## src/rtl/mem_bus_arbiter.sv

```systemverilog
// ============================================================================
// mem_bus_arbiter : round-robin arbiter sharing one memory/peripheral bus
//                   between a CPU master (m0) and a DMA/UART master (m1).
// Revision        : 1.0 - initial release
// ============================================================================
`default_nettype none

module mem_bus_arbiter #(
  parameter int unsigned WAIT_STATES = 0,
  parameter int unsigned DEV_LSB     = 13,
  parameter logic [2:0]  IDLE_DEV    = 3'b000
) (
  input  logic        clk,
  input  logic        rst_n,
  input  logic        m0_req,
  input  logic        m0_we,
  input  logic [15:0] m0_addr,
  input  logic [7:0]  m0_wdata,
  output logic        m0_ack,
  input  logic        m1_req,
  input  logic        m1_we,
  input  logic [15:0] m1_addr,
  input  logic [7:0]  m1_wdata,
  output logic        m1_ack,
  output logic [7:0]  rd_data,
  output logic [1:0]  grant,
  output logic        busy,
  output logic [2:0]  bus_dev_sel,
  output logic [15:0] bus_addr,
  output logic        bus_we,
  output logic        bus_oe,
  output logic [7:0]  bus_wdata,
  input  logic [7:0]  bus_rdata
);

  localparam logic [1:0] S_IDLE   = 2'd0;
  localparam logic [1:0] S_ACCESS = 2'd1;
  localparam logic [1:0] S_ACK    = 2'd2;

  localparam logic [3:0] C_WAIT = WAIT_STATES[3:0];

  logic [1:0]  r_state;
  logic [1:0]  r_grant;
  logic        r_last_m1;
  logic [3:0]  r_cnt;
  logic        r_we;
  logic [15:0] r_addr;
  logic [7:0]  r_wdata;
  logic [7:0]  r_rd_data;

  logic        w_any_req;
  logic        w_pick_m1;
  logic        w_in_access;
  logic        w_in_ack;

  assign w_any_req = m0_req | m1_req;
  // On a tie the master that did not win last time takes the bus.
  assign w_pick_m1 = m1_req & (~m0_req | ~r_last_m1);

  always_ff @(posedge clk or negedge rst_n) begin
    if (!rst_n) begin
      r_state   <= S_IDLE;
      r_grant   <= 2'b00;
      r_last_m1 <= 1'b1;
      r_cnt     <= 4'd0;
      r_we      <= 1'b0;
      r_addr    <= 16'd0;
      r_wdata   <= 8'd0;
      r_rd_data <= 8'd0;
    end else begin
      case (r_state)
        S_IDLE: begin
          if (w_any_req) begin
            r_state   <= S_ACCESS;
            r_grant   <= w_pick_m1 ? 2'b10 : 2'b01;
            r_last_m1 <= w_pick_m1;
            r_cnt     <= C_WAIT;
            r_we      <= w_pick_m1 ? m1_we    : m0_we;
            r_addr    <= w_pick_m1 ? m1_addr  : m0_addr;
            r_wdata   <= w_pick_m1 ? m1_wdata : m0_wdata;
          end
        end
        S_ACCESS: begin
          if (r_cnt == 4'd0) begin
            if (!r_we) begin
              r_rd_data <= bus_rdata;
            end
            r_state <= S_ACK;
          end else begin
            r_cnt <= r_cnt - 4'd1;
          end
        end
        S_ACK: begin
          r_state <= S_IDLE;
          r_grant <= 2'b00;
        end
        default: begin
          r_state <= S_IDLE;
          r_grant <= 2'b00;
        end
      endcase
    end
  end

  assign w_in_access = (r_state == S_ACCESS);
  assign w_in_ack    = (r_state == S_ACK);

  // Bus strobes decode straight from state so reset removes them without a clock.
  assign bus_dev_sel = w_in_access ? r_addr[DEV_LSB+2:DEV_LSB] : IDLE_DEV;
  assign bus_addr    = w_in_access ? r_addr  : 16'd0;
  assign bus_wdata   = w_in_access ? r_wdata : 8'd0;
  assign bus_we      = w_in_access &  r_we;
  assign bus_oe      = w_in_access & ~r_we;

  assign m0_ack  = w_in_ack & r_grant[0];
  assign m1_ack  = w_in_ack & r_grant[1];
  assign grant   = r_grant;
  assign busy    = w_in_access | w_in_ack;
  assign rd_data = r_rd_data;

endmodule

`default_nettype wire

```

## config.mk

```make
export PLATFORM = sky130hd
export DESIGN_NAME = mem_bus_arbiter
export DESIGN_NICKNAME = d
export VERILOG_FILES = /design/src/rtl/mem_bus_arbiter.sv
export SDC_FILE = /design/constraint.sdc
export NUM_CORES = 1
export LEC_CHECK = 0
export CAP_MARGIN = 20
export CORE_ASPECT_RATIO = 0.8
export CORE_MARGIN = 3
export CORE_UTILIZATION = 35
export DETAILED_ROUTE_END_ITERATION = 10
export HOLD_SLACK_MARGIN = 0.03
export MAX_ROUTING_LAYER = met4
export PLACE_DENSITY = 0.68
export SYNTH_ARGS = -nofsm -noshare
export SYNTH_HDL_FRONTEND = slang
export SYNTH_SLANG_ARGS = --single-unit
```

## constraint.sdc

```tcl
create_clock -name clk -period 1.9 [get_ports clk]
set_clock_uncertainty 0.15 [all_clocks]
set_input_delay 0.285 -clock clk [delete_from_list [all_inputs] [get_ports clk]]
set_output_delay 0.285 -clock clk [all_outputs]
set_load 0.005 [all_outputs]
```

==> impl_metrics.py <==
metrics = {
    "final_layout": {
        "n_antenna_cell": 0,
        "fillers": 525,
        "area.sequential_um2": 1052,
        "syn2layout_area_growth_pct": 67.99,
        "final_layout_size_suffix_gt1_share_pct": 28.06,
        "final_common_cell": "clkdlybuf4s50_1",
        "final_cell_mix": "clkdlybuf4s50_1, dfrtp_1, o21ai_0, mux2i_1, nand2_1",
        "fin_area_um2": 3704,
        "fin_nets": 401,
        "multi_input_area_um2": 1169,
    },
    "routing": {
        "vias_per_cell": 4.637,
        "num_vias": 1929,
        "drt-total-wl_um": 5764,
        "drt_iter0_markers": 46,
        "drcViolationCount": 0,
        "antenna_left": 0,
        "first_pass_iters": 4,
        "wire_per_inst_um": 13.86,
    },
    "power_and_ir_drop": {
        "switching_share_pct": 32.98,
        "power_leakage_nw": 1.703,
        "intPower_mw": 3.163,
        "share_seq_of_total_power_pct": 32.3,
        "p_sw_mw": 1.557,
        "p_per_area_nw_per_um2": 1275,
        "p_clk_share_pct": 12.4,
        "power_frac_comb_pct": 55.3,
        "vdd_ir_drop_max_mv": 0.6074,
    },
    "synthesis": {
        "synth_area_per_cell_um2": 10.25,
        "ys_ff_latch": 42,
        "async_reset_ff_share_pct": 100.0,
        "synthCells": 215,
        "synth_ff_type": "dfrtp_1",
        "ys_warn_count": 0,
        "synth_cell_type_count": 36,
        "syn_nets": 282,
        "netlist_area_um2": 2205,
        "ys_seq_area_share_pct": 47.73,
        "synth_enable_flop_cells": 0,
    },
    "global_route": {
        "globalRouteTotalUtil_pct": 16.46,
        "gr-total-overflow": 0,
        "first_global_vias": 1950,
        "antenna_found_initial": 0,
        "grt_first_pass_wirelength_um": 9149,
        "grt_max_degree": 41,
    },
    "die": {
        "ios": 104,
        "floorplan.initialDensity_pct": 36.71,
        "die_h_um": 76.99,
        "core_um2": 6006,
        "die_area_um2": 7293,
        "fp-row-count": 25,
        "fp.dieW_um": 94.74,
    },
    "sta": {
        "setup_viol": 0,
        "fmax_mhz": 530.4,
        "fin_crit_ns": 1.885,
        "rsz0062_at_grt": "true",
        "maxSlewHeadroom_pct": 56.04,
        "final.setup.tns_ns": 0,
        "hold_viol": 0,
        "fin_crit_sh_pct": 99.22,
        "hold_slack_ns": 0.3247,
        "report.final.slew_viol_count": 0,
        "tightest_slew_ns": 0.6594,
    },
    "worst_hold_path": {
        "hold_class": "reg -> reg",
        "worstHoldEndpoint": "r_addr[3]$_DFFE_PN0P_",
        "hp-start": "r_addr[3]$_DFFE_PN0P_",
        "holdPathStages": 2,
    },
    "worst_setup_path": {
        "cp_slowest_cell": "dfrtp_1",
        "crit_chain": "inv_2 -> ha_4 -> buf_12 -> clkbuf_16 -> and2_4 -> buf_6",
        "path_class": "reg -> out",
        "end_kind": "output pin",
        "crit_required_ns": 1.46,
        "r2r_start": "r_state[0]$_DFFE_PN0P_",
        "arrival_ns": 1.45,
        "r2r-end": "rd_data[1]$_DFFE_PN0P_",
        "rr_worst_depth": 7,
        "crit_fanout": 6,
        "critPathTopFamily": "buffers and inverters",
        "crit_path_max_incr_delay_ns": 0.39,
        "worst-path-buf-inv": 4,
        "r2r_slack_ns": 0.08,
        "worstSetupStartpointType": "register",
    },
    "cts": {
        "cts_buffers": 5,
        "clk_pin_slew_ns": 0.08,
        "cts_max_level": 2,
        "root_buffer": "clkbuf_8",
        "cts_tree": "yes",
        "clk_latency_ns": 0.29,
        "clock-sinks": 42,
        "clockBufferDepth": 2,
    },
    "placed_design": {
        "placed_area_um2": 3445,
        "portBuffers": 103,
        "dp_hpwl_um": 4174,
        "place_congestion": 0.8590,
    },
    "run": {
        "drv_cap": 0,
    },
    "status": {
        "status": "completed",
    },
}
[final cells by class]
| cell class | count | share of cell area, % |
|---|---|---|
| clock buffers | 7 | 2.331 |
| repair buffers | 127 | 34.12 |
| clock inverters | 1 | 0.1351 |
| multi-input cells | 151 | 31.55 |
| flip-flops and latches | 42 | 28.41 |
| well taps | 81 | 2.736 |
| inverters | 7 | 0.7095 |
[how the worst max path moves through the flow]
stage                                 from                      to  slack, ns  cells after the start
CTS                 r_state[0]$_DFFE_PN0P_            bus_addr[10]      0.004                      4
finish              r_state[1]$_DFFE_PN0P_          bus_dev_sel[2]       0.01                      6
detailed placement  r_state[1]$_DFFE_PN0P_            bus_addr[13]      -0.06                      5
global placement                    m0_req   r_addr[2]$_DFFE_PN0P_      -0.05                      6
global route        r_state[0]$_DFFE_PN0P_          bus_dev_sel[1]      -0.05                      5
floorplan             r_cnt[0]$_DFFE_PN0P_  rd_data[0]$_DFFE_PN0P_       0.14                      5
[cells in the mapped netlist (2+ instances only)]
master | number | area (um^2)
buf_4 | 4 | 30.03
o211ai_1 | 2 | 15.01
and2_1 | 27 | 168.9
inv_1 | 7 | 26.28
mux2_2 | 8 | 90.09
dfrtp_1 | 41 | 1026
nor4_1 | 2 | 12.51
a21oi_1 | 3 | 15.01
clkbuf_1 | 8 | 30.03
buf_8 | 2 | 30.03
nand2_1 | 25 | 93.84
mux2i_1 | 25 | 250.2
nor2b_1 | 2 | 12.51
o21ai_0 | 28 | 140.1
ha_1 | 5 | 62.56
a22o_1 | 3 | 26.28
a211o_1 | 2 | 17.52
nor3b_1 | 2 | 15.01
nor3_1 | 2 | 10.01
[what timing repair did]
item                                    4_1_cts  5_1_grt
setup buffers                                 3        1
hold endpoints to repair                     25        0
endpoints found under the setup margin       34       42
cloned                                        1        1
gates resized for setup                      97       61
pin swaps                                     2        4
hold buffers                                  1        0
[logic make-up (layout without fill, tap and decap cells)]
logic type | count (synthesis) | after routing | synth area share [%]
AOI/OAI and AO/OA | 44 | 44 | 11.58
adders and majority gates | 5 | 5 | 2.838
buffers and inverters | 22 | 142 | 5.505
DFF | 42 | 42 | 47.73
muxes | 33 | 33 | 15.44
and+or+nand+nor | 69 | 69 | 16.91
[metal layers]
layer / global-route usage, % / routed length [um] / up-vias
met5: - / 0 / -
met4: 3.746 / 39 / 0
met3: 4.706 / 418 / 4
met2: 25.19 / 2644 / 66
met1: 21.68 / 2662 / 884
li1: - / - / 975
[state kept, by name, summed over array words and instances (netlist names)]
register   cells
r_last_m1      1
r_cnt          4
r_wdata        8
grant          2
r_addr        16
r_we           1
rd_data        8
r_state        2
[worst min-delay path, stage by stage (launching register included)]
cell and delay [ns]:
dfrtp_1 0.34, nand2_1 0.04, o21ai_0 0.06
[per-stage QoR]
step	worst slack (ns)	utilization (%)	cells	total power, mW
after global placement	-0.05282	57.35	402	3.726
after CTS	0.004061	58.98	415	4.408
final	0.01473	61.67	416	4.720
after detailed placement	-0.06146	57.35	402	3.771
after floorplan	0.1390	-	215	2.532
after global routing	-0.04673	61.67	416	5.107
[power by group through the flow]
stage / sequential (mW) / clock, mW / combinational [mW]
finish: 1.52 / 0.586 / 2.61
floorplan: 1.47 / 0 / 1.06
global placement: 1.50 / 0 / 2.23
detailed placement: 1.51 / 0 / 2.26
global route: 1.58 / 0.653 / 2.87
CTS: 1.50 / 0.612 / 2.29
(Power assumes the default switching activity.)
==> RTL edit, RTL diff (same flow settings) <==
Make the reset (`rst_n`) synchronous in one clocked block.
--- a/src/rtl/mem_bus_arbiter.sv
+++ b/src/rtl/mem_bus_arbiter.sv
@@ -57,7 +57,7 @@
   // On a tie the master that did not win last time takes the bus.
   assign w_pick_m1 = m1_req & (~m0_req | ~r_last_m1);
 
-  always_ff @(posedge clk or negedge rst_n) begin
+  always_ff @(posedge clk) begin
     if (!rst_n) begin
       r_state   <= S_IDLE;
       r_grant   <= 2'b00;
Function: differs if rst_n is asserted again (counterexample within 4 cycles, from zero or initial values and one cycle with rst_n low); with rst_n held inactive, the same outputs for 10 cycles.
==> RTL edit against the original RTL <==
The flow now finishes with violations (setup timing); synthesized area is 2.3% lower; highest routed layer unchanged; sequential cell count stayed put; non-clock buffer count stayed put; worst setup slack worse by 0.10 ns; final area is 8.4% lower; critical path type unchanged; wire length is 6.4% higher.
Power is not compared: it rests on default switching activity, and its combinational part moved more than twofold at a synthesized area within 25%.
==> RTL edit: results (changes against the original RTL) <==
met2 WL 2.72 mm (+2.7%); Async S/R FF share, synth 0% (-100 points); fillcell total 496 (-5.5%); most frequent cells after synthesis dfxtp_1 (42), a21oi_1 (37), o21ai_0 (28); clk_lat worst skew 0.29 ns (about the same); final worst setup slack -0.0900 ns (-0.105 ns); top cells by area, synth dfxtp_1 (39%), mux2i_1 (12%), a21oi_1 (8.6%); Critical Path Max Stage Delay 0.34 ns (-0.05 ns); wire length per cell 14.1 um (+1.8%); HP Start rd_data[5]; final RePlAce weighted congestion 0.798 (-7.1%); R2R depth 6 (-1); GR Util All Layers 17.4% (+0.94 points); Yosys cell types 39 (+8.3%); Placed Cells 421 (+4.7%); syn_nets 313 (+11%); Critical Path Sink bus_addr[14]; Final setup viols 2 (+2); violated checks setup timing; Slowest-stage cell, CP dfxtp_2; met1 usage 22.5% (+0.82 points); largest net degree at the start of global routing 31 (-24%); drt initial violations 125 (+170%); M2 GR Usage 26.4% (+1.2 points); first-pass GRT wire length 9.88 mm (+8.0%); post-synthesis average cell area 8.75 um2 (-15%); Crit path arrival time 1.55 ns (+0.10 ns); vias in the first global route 2112 (+8.3%); max reg flops 16 (unchanged); share of cells above drive strength 1 17.6% (-10 points); GR Util met3 4.94% (+0.23 points); status complete, but fails checks; Seq/Total Area, Yosys 39.0% (-8.7 points); metal3 WL 479 um (+15%); Vias per Instance 4.91 (+5.8%); dpl hpwl 4.32 mm (+3.6%); R2R Path End r_cnt[0]; routed length on met1 2.85 mm (+7.1%); multiplexer share of the synthesized area 12.1% (-3.4 points); Compound-Gate Fraction of Synth Area 20.9% (+9.3 points)
RTL edit: final cells by class:
class	count	area, um2	share of cell area, %
Sequential cell	42	845	24.9
Tap cell	78	97.6	2.88
Multi-Input combinational cell	174	1170	34.6
Clock buffer	7	86.3	2.55
Inverter	6	22.5	0.664
Clock inverter	1	5.00	0.148
Timing Repair Buffer	127	1160	34.2
RTL edit: worst min path at each step:
stage | to | slack [ns]
CTS | rd_data[6] | 0.33
detailed placement | rd_data[6] | 0.32
global placement | rd_data[6] | 0.32
floorplan | rd_data[0] | 0.28
global route | rd_data[6] | 0.36
finish | rd_data[5] | 0.33
RTL edit: timing repair:
item	in CTS	in global routing
gates resized for setup	39	49
pin swaps	1	1
gates cloned	1	0
setup endpoints to repair	32	27
setup buffers	1	4
RTL edit: per-stage QoR:
stage | hold WS, ns | utilization (%) | area, um2 | worst slack (ns) | TNS [ns]
2_1_floorplan | 0.283 | - | 2150 | 0.201 | 0
3_3_place_gp | 0.317 | 57.9 | 3300 | -0.00619 | -0.0118
3_5_place_dp | 0.321 | 57.9 | 3300 | -0.0498 | -0.426
4_1_cts | 0.333 | 59.9 | 3420 | -0.164 | -0.803
5_1_grt | 0.356 | 59.4 | 3390 | -0.139 | -0.289
6_report | 0.333 | 59.4 | 3390 | -0.0900 | -0.178
RTL edit: logic make-up after synthesis:
logic type,Yosys count
buffers and inverters,30
flip-flops,42
AO/OA/AOI/OAI,84
AND/OR/NAND/NOR,59
multiplexers,26
adder cells (fa/ha/maj),5
RTL edit: power groups by stage:
stage | registers [uW] | logic, uW | clock network, uW
6_report | 1070 | 869 | 590
5_1_grt | 1080 | 957 | 644
4_1_cts | 1070 | 861 | 611
3_3_place_gp | 1080 | 845 | 0
2_1_floorplan | 1070 | 424 | 0
3_5_place_dp | 1080 | 852 | 0
